$ cat src/rtl/alu_pkg.sv
// alu_pkg: shared types and helpers for the multi-cycle execution unit.
//   alu_op_t     - 4-bit operation codes produced by the ALU decoder
//   exec_state_t - control states of alu_exec
//   add_ovf      - signed-overflow helper for two's-complement add
package alu_pkg;

    typedef enum logic [3:0] {
        ALU_ADD = 4'b0000,
        ALU_SUB = 4'b0001,
        ALU_AND = 4'b0010,
        ALU_OR  = 4'b0011,
        ALU_NOR = 4'b0100,
        ALU_XOR = 4'b0101,
        ALU_DIV = 4'b0110,
        ALU_SLT = 4'b0111,
        ALU_LSL = 4'b1000,
        ALU_LSR = 4'b1001
    } alu_op_t;

    typedef enum logic [1:0] {
        IDLE    = 2'b00,
        DIV_RUN = 2'b01,
        DONE    = 2'b10
    } exec_state_t;

    // Overflow of a + b: both operands share a sign that the sum does not.
    // Subtraction reuses this by passing the inverted sign of b.
    function automatic logic add_ovf(input logic a_msb, input logic b_msb, input logic s_msb);
        return (a_msb == b_msb) && (s_msb != a_msb);
    endfunction

endpackage

$ cat src/rtl/alu_divider.sv
// alu_divider: iterative restoring unsigned divider, one quotient bit per step.
//   clk, reset          - clock, synchronous active-high reset
//   load                - capture dividend a / divisor b, clear remainder
//   step                - perform one shift/compare/subtract iteration
//   a, b                - dividend, divisor (sampled on load)
//   quo_next, rem_next  - quotient / remainder after the current step
//   last                - the current step is the final one (count hits 0)
module alu_divider #(
    parameter int WIDTH = 4
) (
    input  logic             clk,
    input  logic             reset,
    input  logic             load,
    input  logic             step,
    input  logic [WIDTH-1:0] a,
    input  logic [WIDTH-1:0] b,
    output logic [WIDTH-1:0] quo_next,
    output logic [WIDTH-1:0] rem_next,
    output logic             last
);

    localparam int CW = $clog2(WIDTH + 1);
    localparam logic [CW-1:0] CNT_INIT = CW'(WIDTH);
    localparam logic [CW-1:0] CNT_ONE  = {{(CW-1){1'b0}}, 1'b1};

    logic [WIDTH-1:0] quo_r;
    logic [WIDTH-1:0] rem_r;
    logic [WIDTH-1:0] div_r;
    logic [CW-1:0]    cnt_r;
    logic [WIDTH:0]   rem_sh_s;
    logic [WIDTH:0]   rem_sub_s;
    logic             ge_s;

    // One restoring iteration; the shifted remainder keeps an extra bit
    // because it can exceed WIDTH bits before the subtract.
    always_comb begin
        rem_sh_s  = {rem_r, quo_r[WIDTH-1]};
        rem_sub_s = rem_sh_s - {1'b0, div_r};
        ge_s      = (rem_sh_s >= {1'b0, div_r});
        if (ge_s) begin
            rem_next = rem_sub_s[WIDTH-1:0];
        end else begin
            rem_next = rem_sh_s[WIDTH-1:0];
        end
        quo_next = {quo_r[WIDTH-2:0], ge_s};
        last     = (cnt_r == CNT_ONE);
    end

    // Divider working registers.
    always_ff @(posedge clk) begin
        if (reset) begin
            quo_r <= {WIDTH{1'b0}};
            rem_r <= {WIDTH{1'b0}};
            div_r <= {WIDTH{1'b0}};
            cnt_r <= {CW{1'b0}};
        end else if (load) begin
            quo_r <= a;
            rem_r <= {WIDTH{1'b0}};
            div_r <= b;
            cnt_r <= CNT_INIT;
        end else if (step) begin
            quo_r <= quo_next;
            rem_r <= rem_next;
            cnt_r <= cnt_r - CNT_ONE;
        end
    end

endmodule

$ cat src/rtl/alu_exec.sv
// alu_exec: execution unit for the decoded alucontrol code. Single-cycle ops
// complete one cycle after acceptance; DIV with non-zero divisor iterates for
// WIDTH cycles in alu_divider.
//   clk, reset      - clock, synchronous active-high reset
//   start           - request, accepted only while ready=1
//   alucontrol      - operation code (alu_op_t; other codes are illegal)
//   a, b            - operands / dividend, divisor / shift amount
//   ready, busy     - can accept start / division in progress
//   done            - one-cycle pulse, result and flags valid
//   result          - result or quotient
//   remainder       - DIV remainder, 0 otherwise
//   zero, overflow, dbz, illegal - status flags of the last completed op
module alu_exec
    import alu_pkg::*;
#(
    parameter int WIDTH = 4
) (
    input  logic             clk,
    input  logic             reset,
    input  logic             start,
    input  logic [3:0]       alucontrol,
    input  logic [WIDTH-1:0] a,
    input  logic [WIDTH-1:0] b,
    output logic             ready,
    output logic             busy,
    output logic             done,
    output logic [WIDTH-1:0] result,
    output logic [WIDTH-1:0] remainder,
    output logic             zero,
    output logic             overflow,
    output logic             dbz,
    output logic             illegal
);

    exec_state_t      state_r;
    exec_state_t      state_nx_s;
    alu_op_t          op_s;
    logic             accept_s;
    logic             div_long_s;
    logic             cap_op_s;
    logic             div_load_s;
    logic             div_step_s;
    logic             div_fin_s;
    logic             div_last_s;
    logic [WIDTH-1:0] div_quo_s;
    logic [WIDTH-1:0] div_rem_s;
    logic [WIDTH-1:0] sum_s;
    logic [WIDTH-1:0] diff_s;
    logic [WIDTH-1:0] op_res_s;
    logic [WIDTH-1:0] op_rem_s;
    logic             op_ovf_s;
    logic             op_dbz_s;
    logic             op_ill_s;
    logic [WIDTH-1:0] result_r;
    logic [WIDTH-1:0] remainder_r;
    logic             zero_r;
    logic             overflow_r;
    logic             dbz_r;
    logic             illegal_r;

    alu_divider #(.WIDTH(WIDTH)) u_div (
        .clk      (clk),
        .reset    (reset),
        .load     (div_load_s),
        .step     (div_step_s),
        .a        (a),
        .b        (b),
        .quo_next (div_quo_s),
        .rem_next (div_rem_s),
        .last     (div_last_s)
    );

    // Single-cycle operation results; DIV by zero is resolved here too.
    always_comb begin
        op_s     = alu_op_t'(alucontrol);
        sum_s    = a + b;
        diff_s   = a - b;
        op_res_s = {WIDTH{1'b0}};
        op_rem_s = {WIDTH{1'b0}};
        op_ovf_s = 1'b0;
        op_dbz_s = 1'b0;
        op_ill_s = 1'b0;
        case (op_s)
            ALU_ADD: begin
                op_res_s = sum_s;
                op_ovf_s = add_ovf(a[WIDTH-1], b[WIDTH-1], sum_s[WIDTH-1]);
            end
            ALU_SUB: begin
                op_res_s = diff_s;
                op_ovf_s = add_ovf(a[WIDTH-1], ~b[WIDTH-1], diff_s[WIDTH-1]);
            end
            ALU_AND: op_res_s = a & b;
            ALU_OR:  op_res_s = a | b;
            ALU_NOR: op_res_s = ~(a | b);
            ALU_XOR: op_res_s = a ^ b;
            ALU_DIV: begin
                if (b == {WIDTH{1'b0}}) begin
                    op_res_s = {WIDTH{1'b1}};
                    op_rem_s = a;
                    op_dbz_s = 1'b1;
                end else begin
                    op_res_s = {WIDTH{1'b0}};
                end
            end
            ALU_SLT: op_res_s = {{(WIDTH-1){1'b0}}, ($signed(a) < $signed(b))};
            // Logical shifts by an amount >= WIDTH already yield zero.
            ALU_LSL: op_res_s = a << b;
            ALU_LSR: op_res_s = a >> b;
            default: op_ill_s = 1'b1;
        endcase
    end

    // Next-state and control decode; DONE accepts a new start like IDLE.
    always_comb begin
        accept_s   = start && (state_r != DIV_RUN);
        div_long_s = (op_s == ALU_DIV) && (b != {WIDTH{1'b0}});
        state_nx_s = state_r;
        cap_op_s   = 1'b0;
        div_load_s = 1'b0;
        div_step_s = 1'b0;
        div_fin_s  = 1'b0;
        case (state_r)
            IDLE, DONE: begin
                if (accept_s) begin
                    if (div_long_s) begin
                        div_load_s = 1'b1;
                        state_nx_s = DIV_RUN;
                    end else begin
                        cap_op_s   = 1'b1;
                        state_nx_s = DONE;
                    end
                end else begin
                    state_nx_s = IDLE;
                end
            end
            DIV_RUN: begin
                div_step_s = 1'b1;
                if (div_last_s) begin
                    div_fin_s  = 1'b1;
                    state_nx_s = DONE;
                end else begin
                    state_nx_s = DIV_RUN;
                end
            end
            default: state_nx_s = IDLE;
        endcase
    end

    // State register and result/flag registers; values hold between ops.
    always_ff @(posedge clk) begin
        if (reset) begin
            state_r     <= IDLE;
            result_r    <= {WIDTH{1'b0}};
            remainder_r <= {WIDTH{1'b0}};
            zero_r      <= 1'b0;
            overflow_r  <= 1'b0;
            dbz_r       <= 1'b0;
            illegal_r   <= 1'b0;
        end else begin
            state_r <= state_nx_s;
            if (cap_op_s) begin
                result_r    <= op_res_s;
                remainder_r <= op_rem_s;
                zero_r      <= (op_res_s == {WIDTH{1'b0}});
                overflow_r  <= op_ovf_s;
                dbz_r       <= op_dbz_s;
                illegal_r   <= op_ill_s;
            end else if (div_fin_s) begin
                result_r    <= div_quo_s;
                remainder_r <= div_rem_s;
                zero_r      <= (div_quo_s == {WIDTH{1'b0}});
                overflow_r  <= 1'b0;
                dbz_r       <= 1'b0;
                illegal_r   <= 1'b0;
            end
        end
    end

    assign ready     = (state_r != DIV_RUN);
    assign busy      = (state_r == DIV_RUN);
    assign done      = (state_r == DONE);
    assign result    = result_r;
    assign remainder = remainder_r;
    assign zero      = zero_r;
    assign overflow  = overflow_r;
    assign dbz       = dbz_r;
    assign illegal   = illegal_r;

endmodule

$ cat config.mk
export PLATFORM = sky130hd
export DESIGN_NAME = alu_exec
export DESIGN_NICKNAME = d
export VERILOG_FILES = /design/src/rtl/alu_pkg.sv /design/src/rtl/alu_divider.sv /design/src/rtl/alu_exec.sv
export SDC_FILE = /design/constraint.sdc
export NUM_CORES = 1
export LEC_CHECK = 0
export CAP_MARGIN = 20
export CORE_UTILIZATION = 50
export DETAILED_ROUTE_END_ITERATION = 7
export GPL_TIMING_DRIVEN = 0
export PLACE_DENSITY_LB_ADDON = 0.1
export SLEW_MARGIN = 0
export SYNTH_ARGS = -nofsm -noshare
export SYNTH_HDL_FRONTEND = slang
export SYNTH_SLANG_ARGS = --single-unit
export TNS_END_PERCENT = 50
$ cat constraint.sdc
create_clock -name clk -period 5.65 [get_ports clk]
set_input_delay 1.13 -clock clk [delete_from_list [all_inputs] [get_ports clk]]
set_output_delay 1.13 -clock clk [all_outputs]
set_load 0.005 [all_outputs]
; Word level (Yosys, flattened, before mapping)
; Cells that the tools add are included.
[word_totals]
register_bits = 29
input_bits = 15
out_inout_bits = 15
wordCells = 93
[classes]
add_sub_neg = 4
magnitude_cmp = 2
n_eq_ne = 17
shift = 2
mux = 36
bitwise = 5
reduce_logical = 15
[ops]
columns = operator, n
row1 = 2-to-1 mux 4 bit, 10
row2 = case mux 4 bit (10 select lines), 1
row3 = 2-to-1 mux 1 bit, 18
row4 = equality test 4 x 3 -> 1 bit (second input constant), 4
row5 = zero test 4 bit, 4
row6 = OR reduction 10 bit, 1
row7 = equality test 4 x 2 -> 1 bit (second input constant), 2
row8 = equality test 4 bit (second input constant), 2
row9 = subtractor 4 bit, 2
row10 = 2-to-1 mux 2 bit, 3
row11 = 2-to-1 mux 3 bit, 2
row12 = greater-or-equal comparator 5 x 4 -> 1 bit, 1
row13 = adder 4 bit, 1
row14 = AND 4 bit, 1
row15 = equality test 4 x 1 -> 1 bit (second input constant), 1
row16 = logical AND 1 bit, 4
row17 = less-than comparator 4 bit, 1
row18 = inverter 4 bit, 1
row19 = bitwise OR 4 bit, 1
row20 = case mux 2 bit (2 select lines), 1
row21 = nonzero test 2 bit, 2
row22 = nonzero test 4 bit, 1
row23 = OR reduction 2 bit, 2
row24 = left shift 4 x 4 -> 4 bit, 1
row25 = 12 further kinds, 14

; Logic depth before layout (Yosys ltp)
[depth]
word_depth = 6
ltp_mapped = 9
mapped_depth_nobuf = 8

; Cells and area by module
; A second synthesis with hierarchy kept.
[unflattened]
cells_unflattened = 288
hier_area_um2 = 2342.2
[by_module_without_submodules]
columns = mod, instances, cells_per_inst, area_each_um2, seq_area_each_um2
row1 = alu_exec, 1, 187, 1448.9, 280.3
row2 = alu_divider, 1, 101, 893.4, 300.3

; Least setup slack after synthesis
; No wires, ideal clock.
[synth_timing]
kind = input to register
from = input port a[0]
to = register zero_r, in the netlist zero
setup_time_ps = 61
arrival_time_ps = 2772
required_time_ps = 5589
slack_ps = 2817
cell_stages = 8
path_buffers = 0
cell_sequence = ha_1 fa_1 nor2_1 a21oi_1 a22o_1 a211o_1 nor4_2 a32o_1
[synth_between]
elab_chain_cells = 5
elab_cells_between_ends = 12
[synth_lines]
columns = element, line
row1 = "start, declared", alu_exec.sv:22  ; input logic [WIDTH-1:0] a,
row2 = branches (longest 2 deep; another with subtractor 4 bit), n/a
row3 = case mux 4 bit (10 select lines) *, alu_exec.sv:83  ; case (op_s)
row4 = zero test 4 bit *, alu_exec.sv:164  ; zero_r <= (op_res_s == {WIDTH{1'b0}});
row5 = 2-to-1 mux 1 bit *, alu_exec.sv:161  ; if (cap_op_s) begin
row6 = "end signal, assigned", alu_exec.sv:164
row7 = "end signal, assigned", alu_exec.sv:171  ; zero_r <= (div_quo_s == {WIDTH{1'b0}});
row8 = "end, declared", alu_exec.sv:56  ; logic zero_r;
; Mark *: on every way between the ends.
; A chain may end at the register's enable or synchronous reset.

; Final worst setup path
[layout_timing]
from = input port a[1]
to = register zero_r, in the netlist zero
; Same word-level chain as after synthesis.

==> impl_metrics.env <==
export IMPL_outcome="complete, no violations"
export IMPL_portBuffers=28
export IMPL_grt_total_usage_pct=25.8
export IMPL_routabilityCongestion=0.902
export IMPL_timing_final_crit_share_pct=61.2
export IMPL_root_buffer="clkbuf_8"
export IMPL_synthFlopType="dfxtp_1"
export IMPL_ir_drop_uv=153
export IMPL_initial_core_util_pct=52.0
export IMPL_fp_dieW_um=69.1
export IMPL_drv_slew=0
export IMPL_hold_depth=2
export IMPL_fin_crit_ns=3.46
export IMPL_worstSetupStartpointType="input pin"
export IMPL_die_y_um=69.1
export IMPL_dr_first_iter_drc_count=162
export IMPL_cpMaxStageDelayCell="clkdlybuf4s50_1"
export IMPL_dieArea_um2=4770
export IMPL_synth_cells=281
export IMPL_synth_warnings=0
export IMPL_grt_max_degree=11
export IMPL_grt_pass1_wl_um=9890
export IMPL_hp_class="reg -> reg"
export IMPL_worstPathArrival_ns=3.68
export IMPL_io_pins=30
export IMPL_syn_area_um2=2250
export IMPL_syn_to_final_growth_pct=19.2
export IMPL_drv_cap=0
export IMPL_drive_gt1_share_pct=8.54
export IMPL_synth_common_cells="nor2_1 (31), dfxtp_1 (29), nand2_1 (24), a21oi_1 (21), ha_1 (18)"
export IMPL_clk_pin_slew_ns=0.06
export IMPL_power_density_nw_per_um2=191
export IMPL_cts_made_buffers=5
export IMPL_wl_per_cell_um=16.2
export IMPL_final_nets=352
export IMPL_synth_edff_count=0
export IMPL_worst_pin_slew_ns=0.792
export IMPL_path_class="in -> reg"
export IMPL_crit_path_end_kind="register"
export IMPL_power_leakage_uw=0.00101
export IMPL_synth_nets=317
export IMPL_clock_sinks=29
export IMPL_hold_viol=0
export IMPL_setup_viol=0
export IMPL_worstReg2RegEnd="remainder[1]"
export IMPL_fin_hold_ws_ns=0.454
export IMPL_core_area_um2=4320
export IMPL_avgSynthCellArea_um2=8.01
export IMPL_synth_top_area_cell="dfxtp_1"
export IMPL_num_vias=2161
export IMPL_r2r_setup_slack_ns=3.39
export IMPL_ctsResizeCount=0
export IMPL_dp_hpwl_um=4470
export IMPL_regToRegStartpoint="u_div.div_r[1]"
export IMPL_synth_seq_cells=29
export IMPL_reg2regPathDepth=9
export IMPL_finalWirelength_um=5970
export IMPL_hold_end="u_div.rem_r[3]"
export IMPL_timing_final_ws_setup_ns=2.19
export IMPL_postCtsHoldBufs=0
export IMPL_clock_latency_ns=0.28
export IMPL_required_ns=5.87
export IMPL_antenna_found_initial=0
export IMPL_clock_path_buffers=2
export IMPL_path_buf_inv=2
export IMPL_yosysMostFrequentCell="nor2_1"
export IMPL_htreeDepth=2
export IMPL_critPathLaunch="a[1]"
export IMPL_hp_start="u_div.rem_r[3]"
export IMPL_max_freq_ghz=0.289
export IMPL_relSlewSlack_pct=46.7
export IMPL_yosysUniqueCellTypes=54
export IMPL_drtPass1Iterations=4
export IMPL_final_antenna_net_count=0
export IMPL_fin_skew_ns=0.00246
export IMPL_post_route_drc_count=0
export IMPL_diodes=0
export IMPL_critical_path_max_fanout=9
export IMPL_tns_ns=0
export IMPL_yosys_top_cells_area="dfxtp_1 (26%), ha_1 (10%), nor2_1 (5.2%), mux2i_1 (4.9%), a21oi_1 (4.7%)"
export IMPL_slowest_delay_ns=0.74
export IMPL_post_cts_buffers=0
export IMPL_grt_pass1_vias=2059
export IMPL_grt_overflow=0
export IMPL_ys_seq_area_share_pct=25.8
export IMPL_yosysTopAreaCellShare_pct=25.8
export IMPL_rsz0062_at_grt="no"
export IMPL_viasPerCell=5.87
export IMPL_rows=24
export IMPL_cp_top_family="buffers and inverters"
export IMPL_crit_chain="clkdlybuf4s50_1, inv_1, fa_1, a21oi_1, a22o_1, a211o_1, nor4_2, a32o_1"
export IMPL_fillers=412
export IMPL_cts_tree="yes"
export IMPL_dp_slack_ns=1.93
export IMPL_ys_async_sr_fraction_pct=0
[kinds of logic after synthesis]
kind of cell / after synthesis / share of synthesized area, %
buf+inv: 35 / 6.62
simple gates: 103 / 23.3
fa+ha+maj: 21 / 12.7
compound gates: 75 / 24.0
xor+xnor: 7 / 2.73
mux: 11 / 4.89
flops: 29 / 25.8
[how the worst max path moves through the flow]
| stage | end | slack [ns] | depth (start not counted) |
|---|---|---|---|
| 2_1_floorplan | zero | 2.82 | 8 |
| 3_3_place_gp | zero | 1.95 | 9 |
| 3_5_place_dp | zero | 1.93 | 8 |
| 4_1_cts | zero | 2.21 | 9 |
| 5_1_grt | zero | 2.04 | 10 |
| 6_report | zero | 2.19 | 8 |
[area by class of cell]
cell class | instances | area [um^2] | area share [%]
clock buffer | 7 | 86.3 | 3.22
timing repair buffer | 28 | 280 | 10.5
sequential | 29 | 581 | 21.7
buffer | 18 | 85.1 | 3.17
tap | 52 | 65.1 | 2.43
multi-input combinational | 217 | 1520 | 56.7
inverter | 17 | 63.8 | 2.38
[power by group]
group | switching (uW) | internal, uW | total (uW)
Combinational | 67.6 | 56.1 | 124
Clock | 75.8 | 96.4 | 172
Sequential | 4.15 | 211 | 216
[stage by stage]
step	utilization [%]	instance area [um^2]	instances	power, uW
global route	62.0	2680	368	536
global placement	60.0	2590	361	340
detailed placement	60.0	2590	361	342
floorplan	-	2250	281	296
CTS	62.0	2680	368	513
finish	62.0	2680	368	511
[layout by cell type, fill, tap and decap left out, types with 3 or more instances in the layout]
cell type / instances
a211o_1: 3
a211oi_1: 4
a21o_1: 3
a21oi_1: 21
a22oi_1: 4
a311oi_1: 4
a31oi_1: 5
buf_2: 8
clkbuf_1: 10
clkbuf_8: 6
clkdlybuf4s50_1: 28
dfxtp_1: 29
fa_1: 3
ha_1: 18
inv_1: 17
mux2i_1: 11
nand2_1: 24
nand2b_1: 6
nand3_1: 10
nor2_1: 31
nor2b_1: 3
nor3_1: 5
nor4_1: 4
o211ai_1: 4
o21ai_0: 4
o31ai_1: 5
or3_1: 6
xnor2_1: 6
[registers in the layout, summed over array words and instances, names as in the netlist]
name and flops:
remainder 4, u_div.cnt_r 3, u_div.rem_r 4, illegal 1
u_div.div_r 4, overflow 1, state_r 2, zero 1
u_div.quo_r 4, result 4, dbz 1
[routing by layer]
layer	up-vias	global-route usage, %	wire length [um]
met5	-	0	0
met1	1016	34.9	2820
met3	7	4.82	351
met4	0	7.03	62
li1	1078	-	-
met2	60	42.0	2740
[worst register-to-register path, stage by stage (launching register included)]
cell	delay, ns
dfxtp_1	0.39
inv_1	0.06
ha_1	0.30
nor2b_1	0.13
o21a_1	0.18
o21a_1	0.20
nor2_1	0.15
clkbuf_1	0.37
nand3_1	0.13
a311oi_1	0.26
Power figures use the tool's default switching activity.
